File: config.mk
export PLATFORM = sky130hd
export DESIGN_NAME = imem_loader_flat
export DESIGN_NICKNAME = d
export VERILOG_FILES = /design/src/rtl/imem_loader_if.sv /design/src/rtl/imem_loader.sv /design/src/flat_wrapper.sv
export SDC_FILE = /design/constraint.sdc
export NUM_CORES = 1
export LEC_CHECK = 0
export ABC_AREA = 1
export BUFFER_PORTS_ARGS = -buffer_cell sky130_fd_sc_hd__buf_4
export CORE_MARGIN = 8
export CORE_UTILIZATION = 32
export CTS_BUF_LIST = sky130_fd_sc_hd__clkbuf_16
export CTS_CLUSTER_DIAMETER = 120
export DETAILED_ROUTE_END_ITERATION = 12
export GPL_TIMING_DRIVEN = 0
export HOLD_SLACK_MARGIN = 0.05
export SYNTH_ARGS = -nofsm -noshare
export SYNTH_HDL_FRONTEND = slang
export SYNTH_SLANG_ARGS = --single-unit
File: constraint.sdc
create_clock -name clock -period 1.7 [get_ports clock]
set_input_delay 0.425 -clock clock [delete_from_list [all_inputs] [get_ports clock]]
set_output_delay 0.425 -clock clock [all_outputs]
set_load 0.01 [all_outputs]
File: src/rtl/imem_loader_if.sv
// rtl/imem_loader_if.sv - load-control, byte-stream and instruction-memory bus bundle for imem_loader
//
// Signals:
//   load_start, load_words       load request and word count (host -> loader)
//   byte_valid, byte_data        program byte stream, little-endian per word (source -> loader)
//   byte_ready                   loader accepts the byte this cycle (loader -> source)
//   imem_write, imem_addr,       instruction memory write port (loader -> memory)
//   imem_data
//   busy, done, error, core_hold status to host and fetch stage (loader -> host)
// Modports:
//   master  the loader side
//   slave   the host / byte source / memory side
interface imem_loader_if;
    logic        load_start;
    logic [15:0] load_words;
    logic        byte_valid;
    logic [7:0]  byte_data;
    logic        byte_ready;
    logic        imem_write;
    logic [31:0] imem_addr;
    logic [31:0] imem_data;
    logic        busy;
    logic        done;
    logic        error;
    logic        core_hold;

    modport master (
        input  load_start, load_words, byte_valid, byte_data,
        output byte_ready, imem_write, imem_addr, imem_data,
        output busy, done, error, core_hold
    );

    modport slave (
        output load_start, load_words, byte_valid, byte_data,
        input  byte_ready, imem_write, imem_addr, imem_data,
        input  busy, done, error, core_hold
    );
endinterface

File: src/rtl/imem_loader.sv
// rtl/imem_loader.sv - streams program bytes into instruction memory as 32-bit words
//
// Ports:
//   clock   system clock, all state updates on the rising edge
//   reset   synchronous, active-high; abandons any load in progress
//   bus     imem_loader_if.master: load request, byte stream, imem write port, status
// Parameters:
//   BASE_ADDR  byte address of the first loaded word
//   MAX_WORDS  largest accepted load_words value
module imem_loader #(
    parameter logic [31:0] BASE_ADDR = 32'h01000000,
    parameter int          MAX_WORDS = 16384
) (
    input  logic          clock,
    input  logic          reset,
    imem_loader_if.master bus
);

    typedef enum logic [1:0] {
        IDLE    = 2'd0,
        COLLECT = 2'd1,
        WRITE   = 2'd2,
        DONE    = 2'd3
    } state_t;

    localparam logic [16:0] MAX_W = 17'(MAX_WORDS);

    state_t      state_q;
    state_t      state_d;

    logic [15:0] words_q;
    logic [15:0] index_q;
    logic [15:0] index_inc;
    logic [1:0]  byte_cnt_q;
    logic [31:0] word_q;
    logic [31:0] word_next;
    logic [31:0] addr_q;
    logic [31:0] data_q;
    logic        error_q;
    logic        loaded_q;

    logic        start_ok;
    logic        start_bad;
    logic        byte_ready_c;
    logic        imem_write_c;
    logic        busy_c;
    logic        done_c;

    assign start_ok  = bus.load_start && (bus.load_words != 16'd0)
                       && ({1'b0, bus.load_words} <= MAX_W);
    assign start_bad = bus.load_start && !start_ok;
    assign index_inc = index_q + 16'd1;

    // Bytes enter at the top and shift down, so after four transfers
    // byte 0 sits in [7:0] and byte 3 in [31:24].
    assign word_next = {bus.byte_data, word_q[31:8]};

    always_ff @(posedge clock) begin
        if (reset) begin
            state_q <= IDLE;
        end else begin
            state_q <= state_d;
        end
    end

    always_comb begin
        state_d      = state_q;
        byte_ready_c = 1'b0;
        imem_write_c = 1'b0;
        busy_c       = 1'b1;
        done_c       = 1'b0;
        case (state_q)
            IDLE: begin
                busy_c = 1'b0;
                if (start_ok) begin
                    state_d = COLLECT;
                end
            end
            COLLECT: begin
                byte_ready_c = 1'b1;
                if (bus.byte_valid && (byte_cnt_q == 2'd3)) begin
                    state_d = WRITE;
                end
            end
            WRITE: begin
                imem_write_c = 1'b1;
                state_d      = (index_inc == words_q) ? DONE : COLLECT;
            end
            DONE: begin
                done_c  = 1'b1;
                state_d = IDLE;
            end
            default: begin
                state_d = IDLE;
            end
        endcase
    end

    always_ff @(posedge clock) begin
        if (reset) begin
            words_q    <= 16'd0;
            index_q    <= 16'd0;
            byte_cnt_q <= 2'd0;
            word_q     <= 32'd0;
            addr_q     <= 32'd0;
            data_q     <= 32'd0;
            error_q    <= 1'b0;
            loaded_q   <= 1'b0;
        end else begin
            error_q <= (state_q == IDLE) && start_bad;
            case (state_q)
                IDLE: begin
                    if (start_ok) begin
                        words_q    <= bus.load_words;
                        index_q    <= 16'd0;
                        byte_cnt_q <= 2'd0;
                        word_q     <= 32'd0;
                    end
                end
                COLLECT: begin
                    if (bus.byte_valid) begin
                        word_q     <= word_next;
                        byte_cnt_q <= byte_cnt_q + 2'd1;
                        // Latch the write port on the final byte so it is
                        // stable throughout WRITE and holds afterwards.
                        if (byte_cnt_q == 2'd3) begin
                            addr_q <= BASE_ADDR + {14'd0, index_q, 2'b00};
                            data_q <= word_next;
                        end
                    end
                end
                WRITE: begin
                    index_q <= index_inc;
                end
                DONE: begin
                    loaded_q <= 1'b1;
                end
                default: begin
                end
            endcase
        end
    end

    assign bus.byte_ready = byte_ready_c;
    assign bus.imem_write = imem_write_c;
    assign bus.imem_addr  = addr_q;
    assign bus.imem_data  = data_q;
    assign bus.busy       = busy_c;
    assign bus.done       = done_c;
    assign bus.error      = error_q;
    // Fetch stays held until a program has been loaded, and during any reload.
    assign bus.core_hold  = busy_c || !loaded_q;

endmodule
File: src/flat_wrapper.sv
// flat-port wrapper written by rule: the top's interface ports become plain ports
module imem_loader_flat 
#(
    parameter logic [31:0] BASE_ADDR = 32'h01000000,
    parameter int          MAX_WORDS = 16384
)
  (clock, reset, bus_load_start, bus_load_words, bus_byte_valid, bus_byte_data, bus_byte_ready, bus_imem_write, bus_imem_addr, bus_imem_data, bus_busy, bus_done, bus_error, bus_core_hold);
  imem_loader_if bus_i ();
  input  logic clock;
  input  logic reset;
  input wire logic [$bits(bus_i.load_start)-1:0] bus_load_start;
  input wire logic [$bits(bus_i.load_words)-1:0] bus_load_words;
  input wire logic [$bits(bus_i.byte_valid)-1:0] bus_byte_valid;
  input wire logic [$bits(bus_i.byte_data)-1:0] bus_byte_data;
  output wire logic [$bits(bus_i.byte_ready)-1:0] bus_byte_ready;
  output wire logic [$bits(bus_i.imem_write)-1:0] bus_imem_write;
  output wire logic [$bits(bus_i.imem_addr)-1:0] bus_imem_addr;
  output wire logic [$bits(bus_i.imem_data)-1:0] bus_imem_data;
  output wire logic [$bits(bus_i.busy)-1:0] bus_busy;
  output wire logic [$bits(bus_i.done)-1:0] bus_done;
  output wire logic [$bits(bus_i.error)-1:0] bus_error;
  output wire logic [$bits(bus_i.core_hold)-1:0] bus_core_hold;
  assign bus_i.load_start = bus_load_start;
  assign bus_i.load_words = bus_load_words;
  assign bus_i.byte_valid = bus_byte_valid;
  assign bus_i.byte_data = bus_byte_data;
  assign bus_byte_ready = bus_i.byte_ready;
  assign bus_imem_write = bus_i.imem_write;
  assign bus_imem_addr = bus_i.imem_addr;
  assign bus_imem_data = bus_i.imem_data;
  assign bus_busy = bus_i.busy;
  assign bus_done = bus_i.done;
  assign bus_error = bus_i.error;
  assign bus_core_hold = bus_i.core_hold;
  imem_loader #(.BASE_ADDR(BASE_ADDR), .MAX_WORDS(MAX_WORDS)) u_core (.clock(clock), .reset(reset), .bus(bus_i));
endmodule
======== Word level (Yosys, flattened, before mapping) ========
Index checks and enable logic that the tools add are counted.
word-level totals
  logic and storage cells ................. 54
  output and inout bits ................... 70
  register bits ........................... 134
cells by class
  muxes and demuxes ....................... 16
  magnitude comparators ................... 1
  $add $sub $neg .......................... 3
  equal/unequal tests ..................... 8
  reduce and logical (&&, ||, !) cells .... 17
operator list
  kind                      count
  $mux W32                  2
  $pmux W32 S2              1
  $pmux W16 S2              1
  $add A25 B18 Y26 const A  1
  $add A16 B1 Y16 const B   1
  $eq A16 B16 Y1            1
  $le A16 B15 Y1 const B    1
  $mux W16                  1
  $reduce_bool A16 Y1       1
  $mux W2                   5
  $pmux W2 S4               1
  $eq A2 B2 Y1 const B      3
  $reduce_and A2 Y1         3
  $reduce_and A3 Y1         2
  $logic_and A1 B1 Y1       5
  $mux W1                   4
  $ne A2 B1 Y1 const B      2
  $pmux W2 S2               1
  $reduce_bool A2 Y1        2
  $add A2 B1 Y2 const B     1
  $eq A2 B1 Y1 const B      1
  $logic_not A1 Y1          2
  $logic_not A2 Y1          1
  $ne A2 B2 Y1 const B      1
  $logic_or A1 B1 Y1        1

======== Depth between registers and ports, before layout ========
Gate-level depths: netlist (run 1).
  depth in word-level cells ............... 6
  gate-level depth with buffers ........... 14
  mapped depth without buffers ............ 14

======== Worst setup path after synthesis (run 1) ========
No wires, ideal clock.
  kind .................................... reg2reg
  from .................................... register u_core.index_q[0]
  to ...................................... register u_core.state_q[1]
  stages on the path, launching flop included .. 14
  data arrival time ....................... 1.494 ns
  required time ........................... 1.634 ns
  slack ................................... 0.140 ns
  period minus slack after synthesis ...... 1.560 ns
  library setup time ...................... 0.066 ns
  buffers on the path ..................... 0
  cells stage by stage .................... dfxtp_1 ha_1 nand2_2 nor2_2 nand3_1 nand2_1 inv_2 nand2_1 nand2_1 nor2_1 nand2_1 nor2_1 nand2_1 a21oi_2
between the ends
  longest elaborated chain between the ends .. 4
RTL lines
  element                   line                RTL
  start: declaration        imem_loader.sv:32   logic [15:0] index_q;
  start signal: assignment  imem_loader.sv:133  index_q <= index_inc;
  $add A16 B1 Y16           imem_loader.sv:52   assign index_inc = index_q + 16'd1;
  $eq A16 B16 Y1            imem_loader.sv:87   state_d = (index_inc == words_q) ? DONE : COLLECT;
  $mux W2                   imem_loader.sv:87
  $pmux W2 S4               imem_loader.sv:72   case (state_q)
  end signal: assignment    imem_loader.sv:62   state_q <= state_d;
  end: declaration          imem_loader.sv:28   state_t state_q;
Every way passes these cells.
A chain may end at the register's enable or synchronous reset.

======== Final worst setup path (run 1) ========
  from .................................... register u_core.index_q[1]
  to ...................................... register u_core.state_q[1]
Same word-level chain as after synthesis.

==> flow_summary.ini, run 1 <==
[worst_setup_path]
worstPathRequired_ns = 2.00
cp-start-kind = flip-flop
crit_family = simple AND/OR/NAND/NOR gates
reg2reg_slack_ns = -0.004
path_max_fanout = 6
crit_path_cell_trace = ha_4 -> nand2_4 -> nor2_4 -> nand2_1 -> nand2_1 -> nand2_2 -> nand2_1 -> nand2_2 -> nor2_2 -> nand2_1 -> nor2_1 -> nand2_1 -> a21oi_2
critPathBufInv = 0
crit_top_cell = nand2_1
crit_path_max_incr_delay_ns = 0.40
slowest_stage = dfxtp_4
crit_type = flip-flop to flip-flop
worst_ep_arrival_time_ns = 2.01
worst_setup_path_end_kind = flip-flop

[sta]
clock-skew-final_ns = 0.00892
finalCritPeriodShare = 1.00
setup_viol = 1
worstMarginPinSlew_ns = 0.689
relSlewSlack = 0.541
rsz0062_at_grt = true
final_max_slew_viol_count = 0
max_freq_mhz = 587
hold_viol = 0
min_period_ns = 1.70
fin_ws_ns = -0.00414

[place]
placed_area_um2 = 5820
io_buffers = 80
routabilityCongestion = 0.907
hpwlAfterDp_um = 11100
dp_cells = 958
pre_cts_ws_ns = -0.430

[grt]
gr-total-overflow = 0
grt_pass1_vias = 4598
grt_first_pass_wirelength_um = 24100
grt_max_degree = 20
grt_use_total = 0.153
antenna_found_initial = 0

[pwr]
power.leakage_nw = 2.68
powerDensity_nw_per_um2 = 831
ir_worst_vdd_v = 0.000394

[clock_tree]
cts_hold_buf = 0
clockRootBuffer = clkbuf_16
cts_sinks = 111
clk_path_buf_depth = 2
cts_tree = yes
cts_buffers = 9
htree_levels = 3
clock_latency_ns = 0.36
path_clk_slew_ns = 0.08

[route]
wirelength_um = 15400
drt.antenna.violating_nets = 0
first_iter_violations = 395
avgViaCountPerCell = 4.95
vias = 4879
drt-wirelength-per-cell_um = 15.6
first_pass_iters = 5
drc = 0

[min_path]
hp-class = primary input to flip-flop

[floorplanning]
die-width_um = 140
start_util = 0.325
core_um2 = 15100
rows = 45
die_area_um2 = 19600
die_h_um = 140
ios = 98

[yosys]
ys_seq_elements = 111
yosysSeqAreaShare = 0.451
yosysUniqueCellTypes = 34
synth.avg_cell_area_um2 = 7.29
synthCells = 676
syn-cell-area_um2 = 4930
yosys_warnings = 0

[layout]
final_cell_area_um2 = 6400
nNetsFinal = 822
final_cells = 985
area_delta_synth_final_pct = 29.8
n_antenna_cell = 0
final_util = 0.422
drive_gt1_frac = 0.251

[status]
status = finished, violations left
violations = negative setup slack

[job]
drv_cap = 0
## cells in the mapped netlist, drive strengths merged
master | instances | area share
conb | 1 | 0.00076
o21a | 2 | 0.0030
dfxtp | 111 | 0.45
nor2 | 50 | 0.048
xnor2 | 1 | 0.0018
buf | 33 | 0.042
a31oi | 2 | 0.0025
nand3 | 67 | 0.070
clkbuf | 22 | 0.017
ha | 2 | 0.0051
o21ai | 39 | 0.040
a22oi | 10 | 0.015
nand4 | 20 | 0.025
and2 | 1 | 0.0013
inv | 45 | 0.034
nor4 | 1 | 0.0025
a21oi | 95 | 0.097
nor3 | 3 | 0.0030
nand2 | 167 | 0.13
or2 | 1 | 0.0013
o21bai | 2 | 0.0030
xnor3 | 1 | 0.0046
## through the flow
| step | total power [mW] | setup TNS (ns) | hold slack (ns) |
|---|---|---|---|
| after floorplan | 2.97 | 0 | 0.431 |
| after CTS | 5.31 | -0.0152 | 0.324 |
| after global placement | 3.12 | -17.79 | 0.452 |
| after global routing | 5.49 | -0.392 | 0.328 |
| after detailed placement | 3.12 | -19.09 | 0.455 |
| final | 5.32 | -0.00414 | 0.324 |
## final cells by class
class                           instances  area (um2)
Clock inverter                          7        78.8
Fill cell                            1592        8750
Inverter                               45         175
Tap cell                              188         235
Sequential cell                       111        2240
Multi-Input combinational cell        480        2430
Buffer                                 54         322
Clock buffer                            9         225
Timing Repair Buffer                   91         683
## metal layers
metal  share of wire  GRT usage  vias up
met5               0          0        -
met4           0.019     0.0520        0
met3           0.060     0.0398       22
met2            0.44      0.232      146
met1            0.48      0.207     2258
li1                -          -     2453
## registers in the layout (all words and copies together) (netlist names)
signal / cells
u_core.bus.imem_data: 32
u_core.bus.error: 1
u_core.index_q: 16
u_core.words_q: 16
u_core.state_q: 2
u_core.word_q: 24
u_core.loaded_q: 1
u_core.bus.imem_addr: 17
u_core.byte_cnt_q: 2
## cell families (layout without fill, tap and decap cells)
group                      count (synthesis)  in the layout  synth area share
AOI/OAI and AO/OA                        150            150             0.161
xor gates and xnor gates                   2              2           0.00635
adders and majority gates                  2              2           0.00508
buffers and inverters                    100            206            0.0929
DFF                                      111            111             0.451
other                                      1             15          0.000761
and+or+nand+nor                          310            311             0.284
## path summary, 6_finish.rpt
path,from,to,cells after the start
worst max-delay path,u_core.index_q[1],u_core.state_q[1],13
worst min-delay path,bus_byte_data[6],u_core.bus.imem_data[30],3
worst max register to register,u_core.index_q[1],u_core.state_q[1],13
worst min register to register,u_core.word_q[14],u_core.bus.imem_data[6],2
## report_power, final
part	internal (mW)	total, mW	switching (mW)
logic	0.167	0.421	0.254
clock network	1.17	2.22	1.06
registers	2.64	2.67	0.0290
## repair_timing
action / 4_1_cts / 5_1_grt
gates resized for setup: 19 / 53
endpoints found under the setup margin: 50 / 96
gates cloned: 0 / 1
buffers inserted: 8 / 3
pin swaps: 2 / 14
## layout by cell type (no fill, tap or decap), types with 9 or more instances in the layout
| cell | synthesis | routed |
|---|---|---|
| nand2_1 | 159 | 154 |
| buf_4 | 15 | 109 |
| dfxtp_1 | 111 | 100 |
| a21oi_1 | 94 | 94 |
| nand3_1 | 65 | 59 |
| inv_1 | 40 | 40 |
| nor2_1 | 44 | 36 |
| o21ai_0 | 34 | 34 |
| nand4_1 | 20 | 20 |
| clkbuf_1 | 22 | 17 |
| conb_1 | 1 | 15 |
| a22oi_1 | 10 | 10 |
| clkbuf_16 | 0 | 9 |
## worst reg2reg max path: cells and delay by family, from the launching register on
kind	cells	cell delay (ns)
adder cells (fa/ha/maj)	1	0.17
AND/OR/NAND/NOR	11	0.98
AO/OA/AOI/OAI	1	0.11
flip-flops	1	0.40
(Power assumes the default switching activity.)
==> run 2, diff against run 1 <==
--- a/config.mk
+++ b/config.mk
@@ -9,7 +9,7 @@
 export BUFFER_PORTS_ARGS = -buffer_cell sky130_fd_sc_hd__buf_4
 export CORE_MARGIN = 8
 export CORE_UTILIZATION = 32
-export CTS_BUF_LIST = sky130_fd_sc_hd__clkbuf_16
+export CTS_BUF_LIST = sky130_fd_sc_hd__clkbuf_8
 export CTS_CLUSTER_DIAMETER = 120
 export DETAILED_ROUTE_END_ITERATION = 12
 export GPL_TIMING_DRIVEN = 0
==> run 2 against run 1 <==
Compared with the run above:
- cell count stayed put
- sequential power barely moved
- the run still ends with negative setup slack left
- sequential cell count is the same
- via count is 1.0% lower
- total power is 9.8% lower
- clock skew increased by 0.0027 ns
- core utilization down 0.51 points
- clock power is 24% lower
==> flow_summary.ini, run 2 (same netlist as run 1, synthesis figures left out) <==
[clock_tree]
htree_levels = 3
cts_buffers = 9
clockRootBuffer = clkbuf_8
cts_tree = yes
clk_path_buf_depth = 2
path_clk_slew_ns = 0.12
cts_sinks = 111
clock_latency_ns = 0.39

[grt]
grt_max_degree = 20
grt_pass1_vias = 4554
grt_first_pass_wirelength_um = 24000
antenna_found_initial = 0
grt_use_total = 0.153
gr-total-overflow = 0

[sta]
hold_viol = 0
max_freq_mhz = 587
setup_viol = 1
fin_ws_ns = -0.00310
rsz0062_at_grt = true
relSlewSlack = 0.535
final_max_slew_viol_count = 0
worstMarginPinSlew_ns = 0.698
finalCritPeriodShare = 1.00
clock-skew-final_ns = 0.0116
min_period_ns = 1.70

[worst_setup_path]
cp_num_cells = 5
critPathBufInv = 4
crit_path_cell_trace = buf_6 -> inv_6 -> nor2_4 -> buf_6 -> buf_6
reg2reg_slack_ns = 0.01
slowest_stage = dfxtp_2
critPathCapture = bus_byte_ready
reg2regPathDepth = 13
cp-start-kind = flip-flop
worstPathRequired_ns = 1.27
crit_type = flip-flop to output pin
worst_ep_arrival_time_ns = 1.28
r2r_start = u_core.index_q[0]
r2r-end = u_core.state_q[1]
crit_top_cell = buf_6
crit_start = u_core.state_q[0]
path_max_fanout = 4
worst_setup_path_end_kind = output pin
crit_family = buffers and inverters
crit_path_max_incr_delay_ns = 0.34

[layout]
fill_cells = 1598
multi_input_area_um2 = 2440
area_delta_synth_final_pct = 28.2
n_antenna_cell = 0
nNetsFinal = 822
layout_commonest_cell = nand2_1
final_cells = 985
largest_register_ffs = 32
final_cell_mix = 153 x nand2_1, 106 x buf_4, 99 x dfxtp_1
seq_area_um2 = 2240
drive_gt1_frac = 0.257

[floorplanning]
ios = 98
die_h_um = 140
die-width_um = 140
start_util = 0.325
rows = 45
die_area_um2 = 19600
core_um2 = 15100

[place]
hpwlAfterDp_um = 11100
routabilityCongestion = 0.907
dp_cells = 958
io_buffers = 80

[status]
status = finished, violations left
violations = negative setup slack

[pwr]
total_power_mw = 4.79
power.leakage_nw = 2.61
ir_worst_vdd_v = 0.000356
powerDensity_nw_per_um2 = 758

[min_path]
hp-class = primary input to flip-flop

[job]
drv_cap = 0

[route]
drc = 0
first_pass_iters = 5
avgViaCountPerCell = 4.90
drt-wirelength-per-cell_um = 15.4
drt.antenna.violating_nets = 0
wirelength_um = 15200
first_iter_violations = 457
vias = 4829
[run 2: layer usage]
layer | vias to the layer above | global-route usage | part of all wire
li1 | 2454 | - | -
met1 | 2229 | 0.209 | 0.49
met2 | 128 | 0.231 | 0.44
met3 | 18 | 0.0367 | 0.057
met4 | 0 | 0.0520 | 0.018
met5 | - | 0 | 0
[run 2: metrics by stage]
stage | hold WS [ns] | area (um2) | worst slack (ns) | setup TNS (ns) | utilization
2_1_floorplan | 0.431 | 4980 | 0.140 | 0 | -
3_3_place_gp | 0.452 | 5820 | -0.434 | -17.79 | 0.384
3_5_place_dp | 0.455 | 5820 | -0.430 | -19.09 | 0.384
4_1_cts | 0.285 | 6160 | -0.00115 | -0.00115 | 0.406
5_1_grt | 0.281 | 6320 | -0.100 | -0.172 | 0.417
6_report | 0.289 | 6320 | -0.00310 | -0.00310 | 0.417
[run 2: report_power, final]
part | total [mW] | switching [mW] | internal, mW
sequential | 2.67 | 0.0295 | 2.64
clock | 1.69 | 0.984 | 0.704
combinational | 0.432 | 0.259 | 0.173
total | 4.79 | 1.27 | 3.52
[run 2: worst min path at each step]
stage	endpoint	startpoint	slack (ns)	depth (start not counted)
6_report	u_core.bus.imem_data[30]	bus_byte_data[6]	0.29	3
5_1_grt	u_core.bus.imem_data[29]	bus_byte_data[5]	0.28	3
4_1_cts	u_core.bus.imem_data[29]	bus_byte_data[5]	0.29	3
3_5_place_dp	u_core.bus.imem_data[6]	u_core.word_q[14]	0.46	2
3_3_place_gp	u_core.bus.imem_data[2]	u_core.word_q[10]	0.45	2
2_1_floorplan	u_core.words_q[12]	u_core.words_q[12]	0.43	2
[run 2: area by class of cell]
| type | instances | area share |
|---|---|---|
| well taps | 188 | 0.0372 |
| flip-flops and latches | 111 | 0.355 |
| inverters | 45 | 0.0285 |
| plain buffers | 54 | 0.0499 |
| clock inverters | 7 | 0.0125 |
| clock buffers | 9 | 0.0196 |
| repair buffers | 92 | 0.110 |
| multi-input cells | 479 | 0.387 |
[run 2: tightest hold or removal path: cells and delay by family]
family | cells | cell delay (ns)
buffers and inverters | 1 | 0.11
AND/OR/NAND/NOR | 1 | 0.05
AO/OA/AOI/OAI | 1 | 0.05
[run 2: timing repair]
action / 4_1_cts / 5_1_grt
setup buffers: 9 / 3
pin swaps: 2 / 19
resized for setup: 24 / 52
setup endpoints to repair: 47 / 81
hold buffers: 0 / 0
==> run 3, diff against run 2 <==
==> constraint.sdc (replaced) <==
create_clock -name clock -period 1.45 [get_ports clock]
set_input_delay 0.3625 -clock clock [delete_from_list [all_inputs] [get_ports clock]]
set_output_delay 0.3625 -clock clock [all_outputs]
set_load 0.01 [all_outputs]
==> run 3 against run 2 <==
Compared with the run above:
- the run still ends with negative setup slack left
- global-route usage up 0.48 points
- clock skew up 0.0053 ns
- critical path depth down 1
- total power up 23%
- routed wire length up 17%
- hold slack worse by 0.072 ns
- count of clock-buffer cells in the layout unchanged
- sequential cell count unchanged
- sequential share of layout area down 6.7 points
- first-iteration DRC count down 31%
- combinational power up 80%
- critical path type unchanged
- critical endpoint is now bus_core_hold
- highest routed layer unchanged
==> flow_summary.ini, run 3 (same netlist as run 1, synthesis figures left out) <==
[status]
status = finished, violations left
violations = negative setup slack

[clock_tree]
clockRootBuffer = clkbuf_8
path_clk_slew_ns = 0.12
cts_sinks = 111
clock_latency_ns = 0.40
clk_path_buf_depth = 2
htree_levels = 3
cts_tree = yes
cts_buffers = 9
cts_hold_buf = 0

[pwr]
ir_worst_vdd_v = 0.000452
powerDensity_nw_per_um2 = 757
power.share.combinational = 0.132
seqPwrFrac = 0.534
power.leakage_nw = 3.24
p_int_mw = 4.26
pwr-share-clk = 0.334
p_switching_mw = 1.63
swShare = 0.276

[worst_setup_path]
crit_type = flip-flop to output pin
path_max_fanout = 5
worst_ep_arrival_time_ns = 1.33
worst_setup_path_end_kind = output pin
worstPathRequired_ns = 1.09
cp-start-kind = flip-flop
reg2regPathDepth = 13

[grt]
grt_pass1_vias = 4721
grt_use_total = 0.158
gr-total-overflow = 0
grt_first_pass_wirelength_um = 24800
antenna_found_initial = 0
grt_max_degree = 19

[min_path]
hp-class = primary input to flip-flop
whs_path_depth = 3

[floorplanning]
start_util = 0.325
ios = 98
die_area_um2 = 19600
die_h_um = 140
die-width_um = 140
core_um2 = 15100
rows = 45

[sta]
clock-skew-final_ns = 0.0169
rsz0062_at_grt = true
fin_ws_ns = -0.238
final.setup.tns_ns = -9.01
final_max_slew_viol_count = 0
relSlewSlack = 0.501
min_period_ns = 1.69
setup_viol = 95
hold_viol = 0
finalCritPeriodShare = 1.16
hold_ws_ns = 0.217
max_freq_mhz = 592
worstMarginPinSlew_ns = 0.749

[layout]
final_cell_area_um2 = 7790
multi_input_area_um2 = 3120
seq_area_um2 = 2240
final_util = 0.514
drive_gt1_frac = 0.453
nNetsFinal = 863
n_antenna_cell = 0
final_cell_mix = 130 x nand2_1, 108 x buf_4, 100 x dfxtp_1
layout_commonest_cell = nand2_1
fill_cells = 1406
area_delta_synth_final_pct = 58.0
largest_register_ffs = 32

[job]
drv_cap = 0

[route]
vias = 5184
wirelength_um = 17800
drc = 0
drt.antenna.violating_nets = 0
first_pass_iters = 5
first_iter_violations = 314
drt-wirelength-per-cell_um = 17.4
avgViaCountPerCell = 5.05

[place]
hpwlAfterDp_um = 11200
pre_cts_ws_ns = -0.562
routabilityCongestion = 0.889
io_buffers = 80
placed_area_um2 = 5840
## run 3: changes by cell type in the layout (fill, tap and decap cells not counted), sizes merged
cell,before,now
clkinv,0,1
clkinvlp,2,1
buf,121,159
nand3,67,68
clkbuf,34,35
nand2,167,168
## run 3: repair_timing
item                                    CTS  global route
endpoints found under the setup margin  112           113
pin swaps                                 7            56
cloned                                    0            15
buffers inserted                         12            29
resized for setup                        56           287
## run 3: area by class of cell
type	count	share of cell area
Clock buffer	9	0.0159
Clock inverter	7	0.00932
Tap cell	188	0.0302
Inverter	45	0.0247
Buffer	52	0.0591
Sequential cell	111	0.288
Timing Repair Buffer	133	0.172
Multi-Input combinational cell	481	0.401
## run 3: stage by stage
stage | power, mW | cells
2_1_floorplan | 3.48 | 690
3_3_place_gp | 3.66 | 958
3_5_place_dp | 3.66 | 958
4_1_cts | 5.60 | 986
5_1_grt | 6.08 | 1026
6_report | 5.89 | 1026
## run 3: power groups by stage
stage / logic (mW) / registers (mW) / clock network [mW]
final: 0.779 / 3.15 / 1.97
after global routing: 0.825 / 3.16 / 2.10
after CTS: 0.490 / 3.13 / 1.98
after detailed placement: 0.452 / 3.21 / 0
after global placement: 0.450 / 3.21 / 0
after floorplan: 0.284 / 3.20 / 0
## run 3: path summary, 6_finish.rpt
| path | from | end | slack (ns) |
|---|---|---|---|
| hold / removal | bus_load_words[6] | u_core.words_q[6] | 0.22 |
| setup reg to reg | u_core.state_q[0] | u_core.state_q[1] | -0.23 |
| setup / recovery | u_core.state_q[0] | bus_core_hold | -0.24 |
| hold reg to reg | u_core.words_q[8] | u_core.words_q[8] | 0.47 |
## run 3: metal layers
metal	vias up	wire, um	global-route usage
met5	-	0	0
met4	0	227	0.0434
met3	19	926	0.0442
met2	140	8310	0.235
met1	2482	8340	0.217
li1	2543	-	-
## run 3: critical path, stage by stage, from the launching register on
cell and delay [ns]:
dfxtp_2 0.34, buf_6 0.13, nor2_4 0.21, nand2_1 0.09, buf_4 0.15
